[config.mk]
export PLATFORM = sky130hd
export DESIGN_NAME = stoch_frame_decoder
export DESIGN_NICKNAME = d
export VERILOG_FILES = /design/src/rtl/stoch_frame_decoder.sv
export SDC_FILE = /design/constraint.sdc
export NUM_CORES = 1
export LEC_CHECK = 0
export CAP_MARGIN = 20
export CORE_ASPECT_RATIO = 0.9
export CORE_MARGIN = 10
export CORE_UTILIZATION = 52
export DETAILED_ROUTE_END_ITERATION = 8
export HOLD_SLACK_MARGIN = 0.12
export PLACE_DENSITY = 0.85
export SLEW_MARGIN = 5
export SYNTH_ARGS = -nofsm -noshare
export SYNTH_HDL_FRONTEND = slang
export SYNTH_SLANG_ARGS = --single-unit
[constraint.sdc]
create_clock -name clk -period 2 [get_ports clk]
set_clock_uncertainty 0.15 [all_clocks]
set_input_delay 0.3 -clock clk [delete_from_list [all_inputs] [get_ports clk]]
set_output_delay 0.3 -clock clk [all_outputs]
set_load 0.1 [all_outputs]
[src/rtl/stoch_frame_decoder.sv]
//==============================================================================
// Module      : stoch_frame_decoder
// Description : Counts ones in a stochastic bitstream over a 2^n-cycle window
//               and reports the result as an n-bit binary value.
// Revision    : 1.0 - initial release
//==============================================================================
`default_nettype none

module stoch_frame_decoder #(
    parameter int n = 4
) (
    input  logic         clk,
    input  logic         rst,
    input  logic         start,
    input  logic         Y,
    output logic [n-1:0] a,
    output logic         valid,
    output logic         busy,
    output logic         sat
);

    localparam int unsigned    c_W        = 1 << n;
    localparam logic [n:0]     c_W_CNT    = (n+1)'(c_W);
    localparam logic [n-1:0]   c_LAST_WIN = n'(c_W - 1);
    localparam logic [n-1:0]   c_A_MAX    = n'(c_W - 1);

    typedef enum logic [1:0] {
        IDLE  = 2'd0,
        COUNT = 2'd1,
        DONE  = 2'd2
    } state_t;

    state_t         state_q, state_d;
    logic [n:0]     ones_q, ones_d;
    logic [n-1:0]   win_q, win_d;
    logic [n-1:0]   a_q, a_d;
    logic           sat_q, sat_d;
    logic [n:0]     ones_final;

    always_ff @(posedge clk or posedge rst) begin
        if (rst) begin
            state_q <= IDLE;
            ones_q  <= '0;
            win_q   <= '0;
            a_q     <= '0;
            sat_q   <= 1'b0;
        end else begin
            state_q <= state_d;
            ones_q  <= ones_d;
            win_q   <= win_d;
            a_q     <= a_d;
            sat_q   <= sat_d;
        end
    end

    // Count including the sample taken on the current edge.
    assign ones_final = ones_q + {{n{1'b0}}, Y};

    always_comb begin
        state_d = state_q;
        ones_d  = ones_q;
        win_d   = win_q;
        a_d     = a_q;
        sat_d   = sat_q;

        case (state_q)
            IDLE: begin
                if (start) begin
                    state_d = COUNT;
                    ones_d  = '0;
                    win_d   = '0;
                end
            end

            COUNT: begin
                ones_d = ones_final;
                win_d  = win_q + 1'b1;
                if (win_q == c_LAST_WIN) begin
                    state_d = DONE;
                    // A full window of ones cannot be represented in n bits.
                    sat_d   = (ones_final == c_W_CNT);
                    a_d     = (ones_final == c_W_CNT) ? c_A_MAX : ones_final[n-1:0];
                end
            end

            DONE: begin
                if (start) begin
                    state_d = COUNT;
                    ones_d  = '0;
                    win_d   = '0;
                end else begin
                    state_d = IDLE;
                end
            end

            default: begin
                state_d = IDLE;
            end
        endcase
    end

    assign a     = a_q;
    assign sat   = sat_q;
    assign valid = (state_q == DONE);
    assign busy  = (state_q == COUNT);

endmodule

`default_nettype wire

Yosys cells after proc, flatten, opt, wreduce, memory -nomap -nowiden:

Cells that the tools add are included.

* equality and inequality tests: 7
* multiplexer cells: 9
* add/subtract/negate cells: 2
* reductions and logical operators: 6

Operators with widths (number)
* $pmux 5 s2: 1
* $mux 4: 2
* $pmux 4 s2: 1
* $pmux 2 s3: 1
* $reduce_and 2->1: 3
* $add 5x1->5: 1
* $eq 5x5->1 const B: 1
* $mux 5: 1
* $add 4x1->4 const B: 1
* $eq 4x4->1 const B: 1
* $mux 2: 2
* $ne 2x1->1 const B: 2
* $eq 2x1->1 const B: 1
* $eq 2x2->1 const B: 1
* $logic_not 2->1: 1
* $ne 2x2->1 const B: 1
* $reduce_bool 2->1: 1
* $reduce_or 2->1: 1
* $mux 1: 1

* word-level logic and storage cells: 29
* output and inout port bits: 7
* flip-flop bits (word level): 16
* bits of input ports: 4

Longest topological paths before layout:

Gate-level depths: netlist of run 1.

* depth in word-level cells: 4
* mapped depth: 6
* depth with buffers taken out: 6

Worst setup path before layout of run 1:

OpenSTA, ideal clock, no wires.

* kind: register to output
* from: register state_q[0]
* to: output port valid
* data arrival time: 1944 ps
* required time: 1550 ps
* buffers on the path: 1
* setup slack: -394 ps
* cell stages (with the launch flop): 3
* path through: dfrtp_1 -> clkbuf_1 -> nor2b_1

* longest elaborated chain between the ends: 1

Ends and longest elaborated chain
* start, declared: RTL line 33 `state_t state_q, state_d;`
* start signal, assigned: RTL line 48 `state_q <= state_d;`
* $eq 2x2->1: RTL line 104 `assign valid = (state_q == DONE);`
* end, declared: RTL line 17 `output logic valid,`

Every way passes these cells.

Final worst setup path of run 1:

* from: input port Y
* to: register a_q[2], in the netlist a[2]

* longest elaborated chain between the ends: 3

Ends and longest elaborated chain
* start, declared: RTL line 15 `input logic Y,`
* $add 5x1->5 *: RTL line 57 `assign ones_final = ones_q + {{n{1'b0}}, Y};`
* $eq 5x5->1: RTL line 82 `a_d = (ones_final == c_W_CNT) ? c_A_MAX : ones_final[n-1:0];`
* $mux 4 *: RTL line 82
* end signal, assigned: RTL line 45 `a_q <= '0;`
* end signal, assigned: RTL line 51 `a_q <= a_d;`
* end, declared: RTL line 36 `logic [n-1:0] a_q, a_d;`

Mark *: on every way between the ends. The rest lies on a longest branch, timed or not.
A chain may end at the register's enable or synchronous reset.

==> out/metrics.cfg, run 1 <==
[floorplanning]
io_pins = 11
start_util = 0.566
die_w_um = 62.3
dieArea_mm2 = 0.00362
die_h_um = 58.1
core_mm2 = 0.00148
fp-row-count = 13

[yosys]
synth_seq_cells = 16
synth.top_cell.area_share = 0.478
synth.distinct_cells = 27
synth_most_common_cell = dfrtp_1
netlist_instances = 79
synth_top_area_cell = dfrtp_1
synth_ff_type = dfrtp_1
synth_warnings = 0
syn-num-nets = 86
synth-seq-area-share = 0.478
synth_edf_count = 0
synthTopCellsByCount = dfrtp_1 (16), nor2_1 (7), o21ai_0 (7)
ys_async_sr_fraction = 1.00
mappedNetlistArea_um2 = 837
synth_area_leaders = dfrtp_1 (48%), ha_1 (4.5%), a22o_1 (4.2%)
syn_area_per_cell_um2 = 10.6

[timing]
whs_ns = 0.224
worst_pin_slew_ns = 0.593
finalCriticalPeriod_ns = 1.88
setup_viol = 0
relSlewSlack = 0.604
slew_viol_final = 0
rsz0062_at_grt = no
final-hold-violation-count = 0
post-route-period-util = 0.940
fmax_mhz = 532

[drt]
finalWirelength_um = 1540
viasPerCell = 5.09
drc_errors = 0
wl_met3_um = 61
wl_met1_um = 825
vias = 601
drt_iter0_markers = 15
wl_per_cell_um = 13.1
antenna_left = 0
first_pass_iters = 4
wl_met2_um = 646
maxUsedRoutingLayer = met4

[global_routing]
antenna_found_initial = 0
grt_max_degree = 17
grt_overflow = 0
grt_pass1_vias = 593
grt_use_total = 0.0900
grt_pass1_wl_um = 2680

[layout]
fin_nets = 104
synthToLayoutAreaGrowth_pct = 26.6
final_area_mm2 = 0.00106
drive_gt1_frac = 0.292
antenna_cells = 0

[clock_network]
cts_tree = built
cts_sinks = 16
clockRootBuffer = clkbuf_4
post-cts-setup-buffers = 0
path_clk_slew_ns = 0.09
hold_buffers = 0
numCtsBuffers = 3
clkLatencyLatePin_ns = 0.28
cts_resized = 0
h-tree-depth = 1
cts.path.max_buffers = 2

[place]
portBuffers = 10
hpwlAfterDp_um = 1170
place_area_um2 = 997
place.gp.congestion = 0.828

[critical_path]
rr_endpoint = a[2]
regToRegSetupSlack_ns = 0.15
critPathKind = in -> reg
endpoint_kind = flop
reg2regPathDepth = 6
crit_required_ns = 2.01
r2r_start = ones_q[0]
start_kind = input port
arrival_ns = 1.89
crit_path_max_fanout = 4

[status]
outcome = finished, final reports clean

[run]
max_cap_viol_count = 0

[min_path]
hold_path.class = in -> async

## kinds of logic after synthesis
kind of cell             share of synthesized area
AO/OA/AOI/OAI                                0.173
XOR/XNOR                                    0.0523
adder cells (fa/ha/maj)                     0.0448
buffers and inverters                       0.0508
flip-flops                                   0.478
multiplexers                                0.0404
AND/OR/NAND/NOR                              0.160
## layer usage
| metal | vias to the layer above | GRT usage |
|---|---|---|
| li1 | 313 | - |
| met1 | 272 | 0.124 |
| met2 | 14 | 0.124 |
| met3 | 2 | 0.0288 |
| met4 | 0 | 0.0382 |
| met5 | - | 0 |
## cell type report
class | count | area [µm²]
inverters | 6 | 27.5
flip-flops and latches | 16 | 400
fillers | 110 | 420
well taps | 22 | 27.5
clock buffers | 4 | 36.3
repair buffers | 15 | 145
multi-input cells | 55 | 423
## per-stage QoR
| step | utilization | setup slack, ns | TNS [ns] | cells |
|---|---|---|---|---|
| floorplan | - | 0.127 | 0 | 79 |
| global placement | 0.674 | -0.217 | -0.930 | 114 |
| detailed placement | 0.674 | -0.255 | -1.07 | 114 |
| CTS | 0.698 | 0.0423 | 0 | 118 |
| global route | 0.716 | 0.0314 | 0 | 118 |
| finish | 0.716 | 0.120 | 0 | 118 |
## flip-flops by register name (all words and copies together) (netlist names)
signal	flops
state_q	2
ones_q	5
a	4
win_q	4
sat	1
## cell usage in the layout (no fill, tap or decap), drive strengths merged, types with 4 or more instances in the layout
cell type,synthesis,routed
inv,5,5
o21ai,7,7
dfrtp,16,16
nand2,6,6
a22o,4,4
buf,1,12
nor2,7,7
a31oi,4,4
clkbuf,1,4
## critical path, stage by stage
cell and delay (ns):
clkdlybuf4s50_1 0.40, ha_1 0.24, ha_4 0.29, and4bb_1 0.18, a22oi_1 0.22, nand2b_4 0.18
a31oi_2 0.08
## worst max path at each step
stage / from / end / slack (ns) / depth (start not counted)
final: Y / a[2] / 0.12 / 7
after global placement: Y / a[2] / -0.22 / 7
after detailed placement: Y / a[2] / -0.26 / 7
after floorplan: state_q[0] / valid / 0.13 / 2
after CTS: Y / a[2] / 0.04 / 7
after global routing: Y / a[2] / 0.03 / 7
Power of run 1 is not shown: default switching activity piles up to over one toggle a cycle in this logic, so the estimate is an artifact.
==> run 2: changes to the inputs <==
--- a/config.mk
+++ b/config.mk
@@ -5,13 +5,14 @@
 export SDC_FILE = /design/constraint.sdc
 export NUM_CORES = 1
 export LEC_CHECK = 0
+export ABC_CLOCK_PERIOD_IN_PS = 2000
 export CAP_MARGIN = 20
 export CORE_ASPECT_RATIO = 0.9
 export CORE_MARGIN = 10
-export CORE_UTILIZATION = 52
+export CORE_UTILIZATION = 45
 export DETAILED_ROUTE_END_ITERATION = 8
 export HOLD_SLACK_MARGIN = 0.12
-export PLACE_DENSITY = 0.85
+export PLACE_DENSITY = 0.76
 export SLEW_MARGIN = 5
 export SYNTH_ARGS = -nofsm -noshare
 export SYNTH_HDL_FRONTEND = slang
==> run 2 against run 1 <==
Effect of this change:
- utilization decreased by 9.9 points
- sequential share of layout area is essentially flat
- global-route usage decreased by 0.21 points
- worst setup slack worse by 0.043 ns
- highest routed layer unchanged
==> out/metrics.cfg, run 2 (synthesized netlist as in run 1, its figures left out) <==
[global_routing]
antenna_found_initial = 0
grt_overflow = 0
grt_max_degree = 17
grt_use_total = 0.0879
grt_pass1_wl_um = 2630
grt_pass1_vias = 559

[floorplanning]
start_util = 0.488
die_w_um = 65.5
fp-row-count = 14
die_h_um = 60.9
dieArea_mm2 = 0.00399
core_mm2 = 0.00172
io_pins = 11

[layout]
final_cell_mix = dfrtp_1 (16), buf_4 (10), nor2_1 (7)
fin_cells = 120
largest_reg_flops = 5
synthToLayoutAreaGrowth_pct = 26.5
final_common_cell = dfrtp_1
fin_nets = 104
antenna_cells = 0
top_register = ones_q
final_area_mm2 = 0.00106
seqCellArea_um2 = 400
drive_gt1_frac = 0.302
n_fill_cell = 154
multi_input_area_um2 = 419

[place]
hpwlAfterDp_um = 1220
place_inst = 116
place.gp.congestion = 0.755
place_area_um2 = 1000
portBuffers = 10

[timing]
worst_pin_slew_ns = 0.601
slew_viol_final = 0
whs_ns = 0.226
post-route-period-util = 0.961
relSlewSlack = 0.599
setup_viol = 0
fin_tns_setup_ns = 0
final-hold-violation-count = 0
finalCriticalPeriod_ns = 1.92
fmax_mhz = 520
rsz0062_at_grt = no

[drt]
drt_iter0_markers = 20
viasPerCell = 5.04
antenna_left = 0
wl_per_cell_um = 13.3
first_pass_iters = 4
vias = 605
drc_errors = 0
finalWirelength_um = 1600

[clock_network]
clockRootBuffer = clkbuf_4
h-tree-depth = 1
path_clk_slew_ns = 0.09
cts_tree = built
cts_resized = 1
cts_sinks = 16
numCtsBuffers = 3
clkLatencyLatePin_ns = 0.29
post-cts-setup-buffers = 0
cts.path.max_buffers = 2
hold_buffers = 0

[critical_path]
crit_required_ns = 2.02
start_kind = input port
r2r_start = ones_q[0]
arrival_ns = 1.94
critPathKind = in -> reg
crit_path_max_fanout = 4
startpoint = Y
endpoint_kind = flop

[status]
outcome = finished, final reports clean

[run]
max_cap_viol_count = 0

[min_path]
hold_path.class = in -> async

run 2: path summary, 6_finish.rpt:
check                      cells after the start  slack (ns)  endpoint
max                                            7        0.08      a[2]
min reg2reg                                    2        0.36       sat
min                                            2        0.23  win_q[2]
max in group asynchronous                      2        1.08      a[2]
max reg2reg                                    6        0.10      a[2]
min in group clk                               2        0.36       sat
run 2: routing by layer:
metal	global-route usage	vias to the layer above	wire length, µm
met5	0	-	0
met4	0.0274	0	9
met3	0.0589	2	138
met2	0.125	15	717
met1	0.105	276	735
li1	-	312	-
run 2: cell type report:
cell class	instances	area share
repair buffers	15	0.137
well taps	24	0.0284
clock buffers	4	0.0343
multi-input cells	55	0.396
flip-flops and latches	16	0.378
inverters	6	0.0260
run 2: metrics by stage:
step,setup WS [ns],util
after global placement,-0.221,0.582
final,0.0771,0.617
after floorplan,0.127,-
after detailed placement,-0.311,0.582
after global routing,0.0215,0.617
after CTS,0.0385,0.607
run 2: critical path: stages:
cell	delay, ns
clkdlybuf4s50_1	0.41
ha_1	0.21
ha_1	0.34
and4bb_1	0.21
a22oi_2	0.20
nand2b_4	0.18
a31oi_2	0.08
Power of run 2 is left out for the same reason.
==> run 3: changes to the inputs <==
--- a/config.mk
+++ b/config.mk
@@ -9,10 +9,10 @@
 export CAP_MARGIN = 20
 export CORE_ASPECT_RATIO = 0.9
 export CORE_MARGIN = 10
-export CORE_UTILIZATION = 45
+export CORE_UTILIZATION = 52
 export DETAILED_ROUTE_END_ITERATION = 8
 export HOLD_SLACK_MARGIN = 0.12
-export PLACE_DENSITY = 0.76
+export PLACE_DENSITY = 0.85
 export SLEW_MARGIN = 5
 export SYNTH_ARGS = -nofsm -noshare
 export SYNTH_HDL_FRONTEND = slang
==> results of run 3 <==
Final layout, timing and power as in run 1 (identical DEF).
Power of run 3 is left out for the same reason.
